`src/rtl/tag_controller_pkg.sv`:
```
// Shared types for the direct-mapped cache tag controller: tag entry layout and FSM states.
package tag_controller_pkg;

    localparam int unsigned ADDR_WIDTH_DEF = 8;
    localparam int unsigned TAG_SIZE_DEF   = 20;

    typedef struct packed {
        logic                    valid;
        logic [TAG_SIZE_DEF-1:0] tag;
    } tag_entry_t;

    typedef enum logic [1:0] {
        RESET_FLUSH,
        IDLE,
        FLUSH
    } tag_ctrl_state_t;

endpackage

```
`src/rtl/tag_controller.sv`:
```
// Tag memory sequencer: flush sweep / allocate / lookup arbitration on port 0, snoop on port 1.
// Optional hit/miss counters are enabled with the TAG_CONTROLLER_STATS_EN macro.
module tag_controller
    import tag_controller_pkg::*;
#(
    parameter int unsigned ADDR_WIDTH = ADDR_WIDTH_DEF,
    parameter int unsigned TAG_SIZE   = TAG_SIZE_DEF
) (
    input  logic                      clk_i,
    input  logic                      rst_i,
    input  logic                      lookup_valid_i,
    input  logic [ADDR_WIDTH-1:0]     lookup_index_i,
    input  logic [TAG_SIZE-1:0]       lookup_tag_i,
    output logic                      lookup_ready_o,
    output logic                      result_valid_o,
    output logic                      hit_o,
    input  logic                      allocate_valid_i,
    input  logic [ADDR_WIDTH-1:0]     allocate_index_i,
    input  logic [TAG_SIZE-1:0]       allocate_tag_i,
    output logic                      allocate_ready_o,
    input  logic                      invalidate_i,
    output logic                      flush_busy_o,
    input  logic                      snoop_valid_i,
    input  logic [ADDR_WIDTH-1:0]     snoop_index_i,
    input  logic [TAG_SIZE-1:0]       snoop_tag_i,
    output logic                      snoop_result_valid_o,
    output logic                      snoop_hit_o,
`ifdef TAG_CONTROLLER_STATS_EN
    output logic [31:0]               hit_count_o,
    output logic [31:0]               miss_count_o,
`endif
    output logic [ADDR_WIDTH-1:0]     mem_rw_address_o,
    output logic [TAG_SIZE:0]         mem_write_tag_o,
    output logic                      mem_write_o,
    output logic [1:0]                mem_read_o,
    output logic [ADDR_WIDTH-1:0]     mem_read_address_o,
    input  logic [2*(TAG_SIZE+1)-1:0] mem_read_tag_i
);

    localparam int unsigned EW = TAG_SIZE + 1;
    localparam logic [ADDR_WIDTH-1:0] LAST_IDX = '1;

    typedef struct packed {
        logic                valid;
        logic [TAG_SIZE-1:0] tag;
    } entry_t;

    tag_ctrl_state_t       r_state, w_state_next;
    logic [ADDR_WIDTH-1:0] r_cnt, w_cnt_next;
    logic                  w_do_lookup;
    entry_t                w_wdata, w_rd0, w_rd1, w_snoop_entry;
    logic                  r_lookup_pend, r_snoop_pend, r_fwd;
    logic [TAG_SIZE-1:0]   r_lookup_tag, r_snoop_tag;
    entry_t                r_fwd_data;

    assign w_rd0 = mem_read_tag_i[EW-1:0];
    assign w_rd1 = mem_read_tag_i[2*EW-1:EW];

    always_comb begin
        w_state_next     = r_state;
        w_cnt_next       = r_cnt;
        lookup_ready_o   = 1'b0;
        allocate_ready_o = 1'b0;
        mem_write_o      = 1'b0;
        mem_rw_address_o = lookup_index_i;
        w_wdata          = '0;
        w_do_lookup      = 1'b0;
        unique case (r_state)
            RESET_FLUSH, FLUSH: begin
                mem_write_o      = 1'b1;
                mem_rw_address_o = r_cnt;
                w_cnt_next       = r_cnt + 1'b1;
                if (r_cnt == LAST_IDX) begin
                    w_state_next = IDLE;
                end
            end
            IDLE: begin
                if (invalidate_i) begin
                    w_state_next = FLUSH;
                    w_cnt_next   = '0;
                end else if (allocate_valid_i) begin
                    allocate_ready_o = 1'b1;
                    mem_write_o      = 1'b1;
                    mem_rw_address_o = allocate_index_i;
                    w_wdata          = '{valid: 1'b1, tag: allocate_tag_i};
                end else begin
                    allocate_ready_o = 1'b1;
                    lookup_ready_o   = 1'b1;
                    w_do_lookup      = lookup_valid_i;
                end
            end
            default: w_state_next = RESET_FLUSH;
        endcase
    end

    assign flush_busy_o       = (r_state != IDLE);
    assign mem_write_tag_o    = w_wdata;
    assign mem_read_o         = {snoop_valid_i, w_do_lookup};
    assign mem_read_address_o = snoop_index_i;

    // The memory reads old data on a same-cycle write, so a colliding write is forwarded to the snoop.
    always_ff @(posedge clk_i) begin
        if (rst_i) begin
            r_state       <= RESET_FLUSH;
            r_cnt         <= '0;
            r_lookup_pend <= 1'b0;
            r_lookup_tag  <= '0;
            r_snoop_pend  <= 1'b0;
            r_snoop_tag   <= '0;
            r_fwd         <= 1'b0;
            r_fwd_data    <= '0;
        end else begin
            r_state       <= w_state_next;
            r_cnt         <= w_cnt_next;
            r_lookup_pend <= w_do_lookup;
            if (w_do_lookup) begin
                r_lookup_tag <= lookup_tag_i;
            end
            r_snoop_pend  <= snoop_valid_i;
            r_snoop_tag   <= snoop_tag_i;
            r_fwd         <= mem_write_o && (mem_rw_address_o == snoop_index_i);
            r_fwd_data    <= w_wdata;
        end
    end

    assign w_snoop_entry        = r_fwd ? r_fwd_data : w_rd1;
    assign result_valid_o       = r_lookup_pend;
    assign hit_o                = r_lookup_pend && w_rd0.valid && (w_rd0.tag == r_lookup_tag);
    assign snoop_result_valid_o = r_snoop_pend;
    assign snoop_hit_o          = r_snoop_pend && w_snoop_entry.valid && (w_snoop_entry.tag == r_snoop_tag);

`ifdef TAG_CONTROLLER_STATS_EN
    logic [31:0] r_hit_count, r_miss_count;

    always_ff @(posedge clk_i) begin
        if (rst_i) begin
            r_hit_count  <= '0;
            r_miss_count <= '0;
        end else if (r_lookup_pend) begin
            if (hit_o) begin
                r_hit_count <= r_hit_count + 32'd1;
            end else begin
                r_miss_count <= r_miss_count + 32'd1;
            end
        end
    end

    assign hit_count_o  = r_hit_count;
    assign miss_count_o = r_miss_count;
`endif

endmodule
```
`config.mk`:
```
export PLATFORM = sky130hd
export DESIGN_NAME = tag_controller
export DESIGN_NICKNAME = d
export VERILOG_FILES = /design/src/rtl/tag_controller_pkg.sv /design/src/rtl/tag_controller.sv
export SDC_FILE = /design/constraint.sdc
export NUM_CORES = 1
export LEC_CHECK = 0
export CAP_MARGIN = 5
export CORE_ASPECT_RATIO = 0.9
export CORE_MARGIN = 10
export CORE_UTILIZATION = 44
export DETAILED_ROUTE_END_ITERATION = 16
export PLACE_DENSITY = 0.86
export SETUP_SLACK_MARGIN = 0.4
export SYNTH_ARGS = -nofsm -noshare
export SYNTH_HDL_FRONTEND = slang
export SYNTH_SLANG_ARGS = --single-unit
```
`constraint.sdc`:
```
create_clock -name clk_i -period 5.26 [get_ports clk_i]
set_clock_uncertainty 0.05 [all_clocks]
set_input_delay 1.578 -clock clk_i [delete_from_list [all_inputs] [get_ports clk_i]]
set_output_delay 1.578 -clock clk_i [all_outputs]
set_load 0.01 [all_outputs]
```
==> results of run 1 <==
==> stage by stage <==
step	hold slack [ns]	total power, mW	utilization (%)	cell area, µm²
after floorplan	0.398	0.654	-	3630
after global placement	0.405	0.775	67.9	5450
after detailed placement	0.411	0.780	67.9	5450
after CTS	0.422	1.17	71.1	5710
after global routing	0.441	1.21	71.6	5750
final	0.421	1.16	71.6	5750
==> worst min-delay path: cells and delay by family (launching register included) <==
| kind | cells | cell delay, ns |
|---|---|---|
| flops | 1 | 0.32 |
| simple gates | 1 | 0.05 |
| compound gates | 1 | 0.05 |
==> Yosys cell counts (all sizes together) <==
master,n,area [µm²]
and3,1,6.26
o21bai,1,7.51
nand2,51,191
clkinv,1,3.75
o22a,1,8.76
nand3,5,25.0
nor4,8,68.8
o311ai,1,8.76
a222oi,1,10.0
a21oi,30,150
nor3,4,20.0
and2,40,250
mux2,3,41.3
nand2b,2,12.5
o21ai,3,15.0
or3b,1,11.3
a22o,1,8.76
nor4bb,3,30.0
xor2,29,262
clkbuf,12,45.0
dfxtp,74,1480
o221ai,1,8.76
or3,1,6.26
xnor2,21,184
buf,18,125
inv,12,45.0
nor2,23,86.3
a311oi,1,8.76
o22ai,2,12.5
or2b,1,7.51
a22oi,1,7.51
nor2b,22,138
mux2i,23,230
a211oi,3,27.5
nand4,8,50.1
a31oi,4,25.0
ha,1,12.5
==> cell type report <==
type,count,area [µm²]
repair buffers,193,1900
well taps,99,124
inverters,13,48.8
flip-flops and latches,74,1480
clock inverters,6,42.5
clock buffers,10,128
fillers,667,2280
multi-input cells,298,2030
==> kinds of logic (layout without fill, tap and decap cells) <==
group	Yosys count	after routing	share of synthesized area, %
compound gates	50	50	8.23
xor+xnor	50	50	12.3
fa+ha+maj	1	1	0.344
buf+inv	43	222	6.03
flops	74	74	40.8
mux	26	26	7.48
simple gates	170	171	24.9
==> power by group <==
group	leakage, nW	internal (mW)	switching, mW
registers	0.602	0.570	0.00715
logic	1.65	0.129	0.0648
clock network	0.0827	0.172	0.212
total	2.33	0.871	0.284
==> what timing repair did <==
action	in CTS	in global routing
gates resized for setup	19	18
pin swaps	0	1
buffers inserted	4	2
endpoints found under the setup margin	32	25
gates cloned	1	0
==> metal layers <==
layer	vias to the layer above	track usage, %
met4	0	3.84
met5	-	0
li1	1709	-
met2	134	34.6
met1	1584	20.2
met3	11	5.96
==> final timing paths <==
kind	to	depth (start not counted)
worst max register to register	r_fwd	8
worst min-delay path	r_lookup_tag[16]	2
worst min register to register	r_lookup_tag[16]	2
worst max-delay path	mem_rw_address_o[3]	5
==> cell usage in the layout, fill, tap and decap left out, drive strengths merged, types with 2 or more instances in the layout <==
| master | Yosys | layout |
|---|---|---|
| nand2b | 2 | 2 |
| xnor2 | 21 | 21 |
| clkinvlp | 0 | 2 |
| o22ai | 2 | 2 |
| dfxtp | 74 | 74 |
| nand4 | 8 | 8 |
| a211oi | 3 | 3 |
| nor4 | 8 | 8 |
| nand3 | 5 | 5 |
| dlygate4sd2 | 0 | 6 |
| inv | 12 | 13 |
| dlymetal6s2s | 0 | 9 |
| clkdlybuf4s50 | 0 | 159 |
| nor3 | 4 | 4 |
| clkbuf | 12 | 13 |
| clkinv | 1 | 4 |
| nor2 | 23 | 23 |
| buf | 18 | 16 |
| or3b | 1 | 2 |
| mux2 | 3 | 3 |
| and2 | 40 | 40 |
| a31oi | 4 | 4 |
| nor4bb | 3 | 3 |
| a21oi | 30 | 30 |
| xor2 | 29 | 29 |
| mux2i | 23 | 23 |
| nor2b | 22 | 22 |
| nand2 | 51 | 51 |
| o21ai | 3 | 3 |
==> flip-flops by register name, indices dropped and copies added (netlist names) <==
register and count:
r_fwd 1, r_lookup_tag 20, r_cnt 8, r_state 2, snoop_result_valid_o 1, result_valid_o 1
r_snoop_tag 20, r_fwd_data 21
==> results.md, run 1 <==
* Outcome: complete, no violations
* Die height at 106 µm
* Clock root cell: clkbuf_8
* Max VDD drop at 0.147 mV
* Average via count per standard cell at 4.96
* Clk slew on worst S/H paths at 0.08 ns
* Kind of cell with the highest combined delay on the critical path: buffers and inverters
* Die area at 12300 µm²
* IO Pins at 179
* Worst Setup Start Kind: primary input
* Max-Cap Viols at 0
* Total grt overflow at 0
* Routability cong. at 0.839
* Worst EP required at 3.63 ns
* CP Launch Point: invalidate_i
* Met3 Wirelength at 937 µm
* Leak at 2.33 nW
* CTS tree: done
* Largest net degree at the start of global routing at 52
* Starting Density at 45.2%
* Slowest CP cell: clkdlybuf4s50_1
* Final WS setup at 0.436 ns
* Total vias in the final route at 3438
* YS warnings at 0
* Critical path peak fanout at 5
* Final hold vios at 0
* CTS Hold Bufs at 0
* Num rows at 31
* Layout Cells excl Fill at 693
* Relative slew slack at 34.7%
* Cts bufs inserted at 9
* Port Buf Inserts at 178
* CP max stage delay at 0.57 ns
* Total GRT Usage at 18.7%
* # DRC at 0
* CP Buf/Inv Count at 2
* Drt total wl at 12.0 mm
* Max Root-Sink Buffers at 2
* Pins Over Slew Limit at 0
* Nature of the critical path endpoint: output pin
* Number of global-route vias before repair at 3574
* Post-DP HPWL at 9.44 mm
* Core box area at 8030 µm²
* Placed cell count at 670
* Cell Pwr Density at 201 nW/µm²
* Final setup viols at 0
* Arrival time at the worst endpoint at 3.20 ns
* Sum Neg Setup Slack at 0 ns
* Syn Nets at 547
* Layout overhead on the synthesized area at 58.2%
* CTS sink count at 74
* Top routing layer used: met4
* N_diodes at 0
* Period utilization at 91.7%
* DR WL/cell at 17.3 µm
* WL met2 at 6.32 mm
* Fin crit period at 4.82 ns
* Synthesized area per cell at 8.77 µm²
* R2R Setup Slk at 3.29 ns
* 1st-iter DRT viols at 126
* H-tree depth at 3
* Initial antenna violation count at 0
* Synthesis-stage register bit count at 74
* Layout cells sized above 1 at 8.75%
* RSZ-0062 raised after global routing: true
* Worst R2R Start: r_state[0]
* Sequential share of the synthesized area at 40.8%
* Max Fclk at 207 MHz
* Crit path cell chain: dlygate4sd2_1, or3b_4, mux2i_1, a21oi_1, clkdlybuf4s50_1
* Synthesized area at 3630 µm²
* M1 WL at 4.64 mm
* Post-route ant nets at 0
* HP Class: reg -> reg
* Pre-CTS setup slack at 0.0334 ns
* Hold_sp: r_lookup_tag[16]
* Die W at 116 µm
* Cell variety after synth at 45
* Worst-Skew Late Latency at 0.34 ns
* Router iterations before antenna repair at 4
* Post-Synthesis Cells at 414
* Measured slew at the worst slew-check pin at 0.979 ns
* First-pass GRT wire length at 18.2 mm
* CP Class: in -> out
* Nets at 722
Power figures use the tool's default switching activity.
==> run 2, diff against run 1 <==
--- a/config.mk
+++ b/config.mk
@@ -11,7 +11,7 @@
 export CORE_UTILIZATION = 44
 export DETAILED_ROUTE_END_ITERATION = 16
 export PLACE_DENSITY = 0.86
-export SETUP_SLACK_MARGIN = 0.4
+export SETUP_SLACK_MARGIN = 0.5
 export SYNTH_ARGS = -nofsm -noshare
 export SYNTH_HDL_FRONTEND = slang
 export SYNTH_SLANG_ARGS = --single-unit
==> run 2 against run 1 <==
Compared with the run above:
- clock-buffer cell count did not move
- die area did not move
- worst hold slack about the same
- clock power about the same
- worst setup slack got worse by 0.014 ns
- critical endpoint is now mem_rw_address_o[0]
- critical path depth stayed put
- via count increased by 0.41%
- critical path type unchanged
- utilization increased by 0.34 points
==> results.md, run 2 (synthesized netlist as in run 1, its figures left out) <==
* Cell Pwr Density at 200 nW/µm² (-0.59%)
* Relative slew slack at 34.3% (-0.43 points)
* Nets at 722 (unchanged)
* Max reg flops at 21 (unchanged)
* Area of the multi-input gates at 2010 µm² (-0.62%)
* Final setup viols at 0 (unchanged)
* DR WL/cell at 17.5 µm (+0.73%)
* Worst EP required at 3.63 ns (about the same)
* Worst-Skew Late Latency at 0.34 ns (about the same)
* Starting Density at 45.2% (unchanged)
* Clk slew on worst S/H paths at 0.08 ns (about the same)
* Core box area at 8030 µm² (unchanged)
* IO Pins at 179 (unchanged)
* Total GRT Usage at 18.6% (-0.051 points)
* Post-DP HPWL at 9.44 mm (unchanged)
* Initial antenna violation count at 0 (unchanged)
* Final hold vios at 0 (unchanged)
* Top reg by flops: r_fwd_data
* Nature of the critical path endpoint: output pin
* Critical path peak fanout at 5 (unchanged)
* CTS sink count at 74 (unchanged)
* Biggest regs: r_fwd_data x21, r_lookup_tag x20, r_snoop_tag x20
* Max VDD drop at 0.146 mV (-0.67%)
* Max-Cap Viols at 0 (unchanged)
* CP Class: in -> out
* Clock root cell: clkbuf_8
* Outcome: complete, no violations
* Most common cell after layout, fill and taps aside: clkdlybuf4s50_1
* Max Root-Sink Buffers at 2 (unchanged)
* Register area at 1480 µm² (unchanged)
* Cts bufs inserted at 9 (unchanged)
* Pre-CTS setup slack at 0.0334 ns (unchanged)
* N_diodes at 0 (unchanged)
* Final WS setup at 0.421 ns (-0.0144 ns)
* Pins Over Slew Limit at 0 (unchanged)
* Num rows at 31 (unchanged)
* Average via count per standard cell at 4.98 (+0.41%)
* Post-route ant nets at 0 (unchanged)
* Router iterations before antenna repair at 4 (unchanged)
* Worst Setup Start Kind: primary input
* First-pass GRT wire length at 18.2 mm (-0.27%)
* Filler cells at 664 (-0.45%)
* Die W at 116 µm (unchanged)
* RSZ-0062 raised after global routing: true
* Period utilization at 92.0% (+0.27 points)
* Max Fclk at 207 MHz (-0.30%)
* Measured slew at the worst slew-check pin at 0.985 ns (+0.00651 ns)
* Layout overhead on the synthesized area at 59.0%
* Leak at 2.57 nW (+10%)
* 1st-iter DRT viols at 146 (+16%)
* Number of global-route vias before repair at 3578 (+0.11%)
* Total grt overflow at 0 (unchanged)
* CTS tree: done
* Die area at 12300 µm² (unchanged)
* Die height at 106 µm (unchanged)
* Sum Neg Setup Slack at 0 ns (unchanged)
* Largest net degree at the start of global routing at 52 (unchanged)
* Commonest non-fill, non-tap cells in the layout: clkdlybuf4s50_1 (138), dfxtp_1 (74), nand2_1 (51), and2_1 (40), a21oi_1 (30)
* H-tree depth at 3 (unchanged)
* Arrival time at the worst endpoint at 3.21 ns (about the same)
* Routability cong. at 0.839 (unchanged)
* Fin crit period at 4.84 ns (+0.0144 ns)
* HP Class: reg -> reg
* Layout cells sized above 1 at 8.92% (+0.17 points)
* # DRC at 0 (unchanged)
* Port Buf Inserts at 178 (unchanged)
* Drt total wl at 12.1 mm (+0.73%)
* Total vias in the final route at 3452 (+0.41%)
run 2: cell types whose count changed in the layout (fill, tap and decap cells not counted), moves of 2 or more:
cell / delta
clkbuf_2: -2
buf_2: +2
dlygate4sd2_1: +4
dlymetal6s2s_1: +16
clkdlybuf4s50_1: -21
run 2: final cells by class:
cell class	count	share of cell area, %
repair buffers	193	33.5
well taps	99	2.15
inverters	13	0.845
multi-input cells	298	34.9
flip-flops and latches	74	25.7
clock inverters	6	0.737
clock buffers	10	2.21
run 2: final timing paths:
check | cells after the start | slack [ns] | to | start
max | 5 | 0.42 | mem_rw_address_o[0] | invalidate_i
min | 2 | 0.42 | r_lookup_tag[16] | r_lookup_tag[16]
max reg2reg | 8 | 3.27 | r_fwd | r_state[0]
min reg2reg | 2 | 0.42 | r_lookup_tag[16] | r_lookup_tag[16]
run 2: stage by stage:
step / instances / power, mW / hold WS [ns] / area, µm² / util (%)
after floorplan: 414 / 0.654 / 0.398 / 3630 / -
after global placement: 670 / 0.775 / 0.405 / 5450 / 67.9
after detailed placement: 670 / 0.780 / 0.411 / 5450 / 67.9
after CTS: 691 / 1.17 / 0.422 / 5680 / 70.7
after global routing: 693 / 1.20 / 0.441 / 5770 / 71.9
final: 693 / 1.15 / 0.421 / 5770 / 71.9
run 2: metal layers:
| layer | vias up | track usage [%] | wire, µm |
|---|---|---|---|
| li1 | 1709 | - | - |
| met5 | - | 0 | 0 |
| met1 | 1586 | 20.0 | 4650 |
| met2 | 145 | 34.6 | 6440 |
| met4 | 0 | 3.84 | 109 |
| met3 | 12 | 5.96 | 899 |
run 2: repair_timing:
| item | CTS | global route |
|---|---|---|
| gates cloned | 1 | 0 |
| hold buffers | 0 | 0 |
| hold endpoints to repair | 0 | 0 |
| pin swaps | 1 | 14 |
| endpoints found under the setup margin | 33 | 22 |
| buffers inserted | 4 | 2 |
| gates resized for setup | 27 | 34 |
run 2: report_power, final:
| group | switching [mW] | total (mW) | leakage, nW | internal, mW |
|---|---|---|---|---|
| Combinational | 0.0645 | 0.192 | 1.89 | 0.128 |
| Clock | 0.213 | 0.384 | 0.0827 | 0.172 |
| Sequential | 0.00717 | 0.578 | 0.602 | 0.570 |
run 2: critical path: stages:
cell	delay, ns
dlygate4sd2_1	0.30
or3b_4	0.44
a211oi_2	0.31
nor2_1	0.08
clkdlybuf4s50_1	0.50
==> run 3, diff against run 2 <==
--- a/config.mk
+++ b/config.mk
@@ -11,7 +11,7 @@
 export CORE_UTILIZATION = 44
 export DETAILED_ROUTE_END_ITERATION = 16
 export PLACE_DENSITY = 0.86
-export SETUP_SLACK_MARGIN = 0.5
+export SETUP_SLACK_MARGIN = 0.1
 export SYNTH_ARGS = -nofsm -noshare
 export SYNTH_HDL_FRONTEND = slang
 export SYNTH_SLANG_ARGS = --single-unit
==> run 3 against run 2 <==
Compared with the run above:
- utilization is 1.1 points lower
- clock power about the same
- global-route usage shrank 0.19 points
- final cell count down 0.43%
- sequential power hardly changed
- critical path type unchanged
- largest cell class unchanged
- largest power group unchanged
==> results.md, run 3 (synthesized netlist as in run 1, its figures left out) <==
* Filler cells at 681 (+2.6%)
* # DRC at 0 (unchanged)
* Largest net degree at the start of global routing at 52 (unchanged)
* CP Class: in -> out
* R2R Setup Slk at 3.37 ns (+0.10 ns)
* IO Pins at 179 (unchanged)
* Leak at 2.15 nW (-16%)
* Combinational Power Share at 16.6% (about the same)
* Period utilization at 96.9% (+4.9 points)
* Critical path peak fanout at 10 (+5)
* Crit path cell chain: clkdlybuf4s50_1, or3b_4, nor2_1, a21oi_1, a21oi_1, clkdlybuf4s50_1
* Biggest regs: r_fwd_data x21, r_lookup_tag x20, r_snoop_tag x20
* Average via count per standard cell at 4.94 (-0.76%)
* First-pass GRT wire length at 18.0 mm (-0.91%)
* Core box area at 8030 µm² (unchanged)
* Sum Neg Setup Slack at 0 ns (unchanged)
* Final hold vios at 0 (unchanged)
* Relative slew slack at 34.7% (+0.44 points)
* Fin crit period at 5.09 ns (+0.256 ns)
* Total GRT Usage at 18.4% (-0.19 points)
* Port Buf Inserts at 178 (unchanged)
* Total vias in the final route at 3411 (-1.2%)
* Max reg flops at 21 (unchanged)
* Clk slew on worst S/H paths at 0.08 ns (about the same)
* Layout overhead on the synthesized area at 56.5%
* Sequential power share at 50.0% (about the same)
* Die W at 116 µm (unchanged)
* Worst EP required at 3.63 ns (about the same)
* Most common cell after layout, fill and taps aside: clkdlybuf4s50_1
* Top reg by flops: r_fwd_data
* N_diodes at 0 (unchanged)
* Routability cong. at 0.839 (unchanged)
* Slowest CP cell: clkdlybuf4s50_1
* Num rows at 31 (unchanged)
* Die area at 12300 µm² (unchanged)
* Worst Setup Start Kind: primary input
* 1st-iter DRT viols at 116 (-21%)
* Measured slew at the worst slew-check pin at 0.979 ns (-0.00667 ns)
* Switching part of the total at 24.6% (-0.040 points)
* Post-route ant nets at 0 (unchanged)
* Final Util at 70.8% (-1.1 points)
* Switching power at 0.284 mW (-0.14%)
* Outcome: complete, no violations
* Clock root cell: clkbuf_8
* Router iterations before antenna repair at 6 (+2)
* Max-Cap Viols at 0 (unchanged)
* Commonest non-fill, non-tap cells in the layout: clkdlybuf4s50_1 (174), dfxtp_1 (74), nand2_1 (51), and2_1 (40), a21oi_1 (30)
* Kind of cell with the highest combined delay on the critical path: buffers and inverters
* Arrival time at the worst endpoint at 3.47 ns (+0.26 ns)
* CP Buf/Inv Count at 2 (unchanged)
* Nets at 719 (-0.42%)
* Max VDD drop at 0.149 mV (+1.9%)
* Total grt overflow at 0 (unchanged)
* RSZ-0062 raised after global routing: true
* CTS tree: done
* Number of global-route vias before repair at 3541 (-1.0%)
* Worst hold slack at 0.421 ns (-0.000283 ns)
* Max Fclk at 196 MHz (-5.0%)
* Drt total wl at 11.8 mm (-2.2%)
* Total design power at 1.15 mW (about the same)
* Cts bufs inserted at 9 (unchanged)
* Cell Pwr Density at 203 nW/µm² (+1.6%)
* Die height at 106 µm (unchanged)
* Max Root-Sink Buffers at 2 (unchanged)
* Starting Density at 45.2% (unchanged)
* Worst-Skew Late Latency at 0.34 ns (about the same)
* Nature of the critical path endpoint: output pin
* DR WL/cell at 17.2 µm (-1.7%)
* Final setup viols at 0 (unchanged)
* Clock power share at 33.4% (about the same)
* Pint at 0.871 mW (about the same)
* HP Class: reg -> reg
* Pins Over Slew Limit at 0 (unchanged)
* CP max stage delay at 0.58 ns (+0.08 ns)
* Post-DP HPWL at 9.44 mm (unchanged)
* Layout cells sized above 1 at 7.45% (-1.5 points)
* H-tree depth at 3 (unchanged)
* CTS sink count at 74 (unchanged)
* Initial antenna violation count at 0 (unchanged)
run 3: changes by cell type in the layout (fill, tap and decap cells not counted), moves of 2 or more:
| cell | change |
|---|---|
| dlymetal6s2s_1 | -23 |
| clkdlybuf4s50_1 | +36 |
| dlygate4sd2_1 | -9 |
| buf_4 | -2 |
| buf_2 | -2 |
run 3: metal layers:
metal | part of all wire (%) | GRT usage, % | vias up
li1 | - | - | 1703
met1 | 39 | 19.9 | 1569
met2 | 52 | 34.0 | 127
met3 | 7.5 | 5.23 | 12
met4 | 1.2 | 5.18 | 0
met5 | 0 | 0 | -
run 3: timing repair:
item,4_1_cts,5_1_grt
hold buffers,0,0
setup endpoints to repair,6,28
pin swaps,0,0
resized for setup,5,3
setup buffers,0,4
run 3: worst paths after layout:
check,start,endpoint,cells past startpoint
max,invalidate_i,mem_rw_address_o[5],6
min,r_lookup_tag[16],r_lookup_tag[16],2
max reg2reg,r_state[0],r_fwd,6
min reg2reg,r_lookup_tag[16],r_lookup_tag[16],2
run 3: worst register-to-register path, stage by stage (launching register included):
cell and delay [ns]:
dfxtp_1 0.31, buf_4 0.24, clkinv_1 0.36, a211oi_2 0.32
buf_4 0.17, o311ai_0 0.18, nor4_2 0.18
run 3: layout make-up:
type / count / area [µm²] / share of cell area (%)
timing repair buffer: 191 / 1880 / 33.1
sequential: 74 / 1480 / 26.1
inverter: 13 / 48.8 / 0.859
multi-input combinational: 297 / 1980 / 34.8
clock buffer: 10 / 128 / 2.25
tap: 99 / 124 / 2.18
clock inverter: 6 / 42.5 / 0.749
run 3: power by group through the flow:
| stage | clock (mW) | sequential, mW | combinational [mW] |
|---|---|---|---|
| 3_3_place_gp | 0 | 0.590 | 0.185 |
| 4_1_cts | 0.395 | 0.577 | 0.191 |
| 5_1_grt | 0.417 | 0.578 | 0.206 |
| 3_5_place_dp | 0 | 0.591 | 0.189 |
| 2_1_floorplan | 0 | 0.589 | 0.0653 |
| 6_report | 0.385 | 0.577 | 0.192 |
run 3: through the flow:
step / worst slack (ns) / instances / cell area, µm²
after floorplan: 1.08 / 414 / 3630
after global placement: 0.0526 / 670 / 5450
after detailed placement: 0.0334 / 670 / 5450
after CTS: 0.117 / 686 / 5640
after global routing: 0.0755 / 690 / 5680
final: 0.165 / 690 / 5680
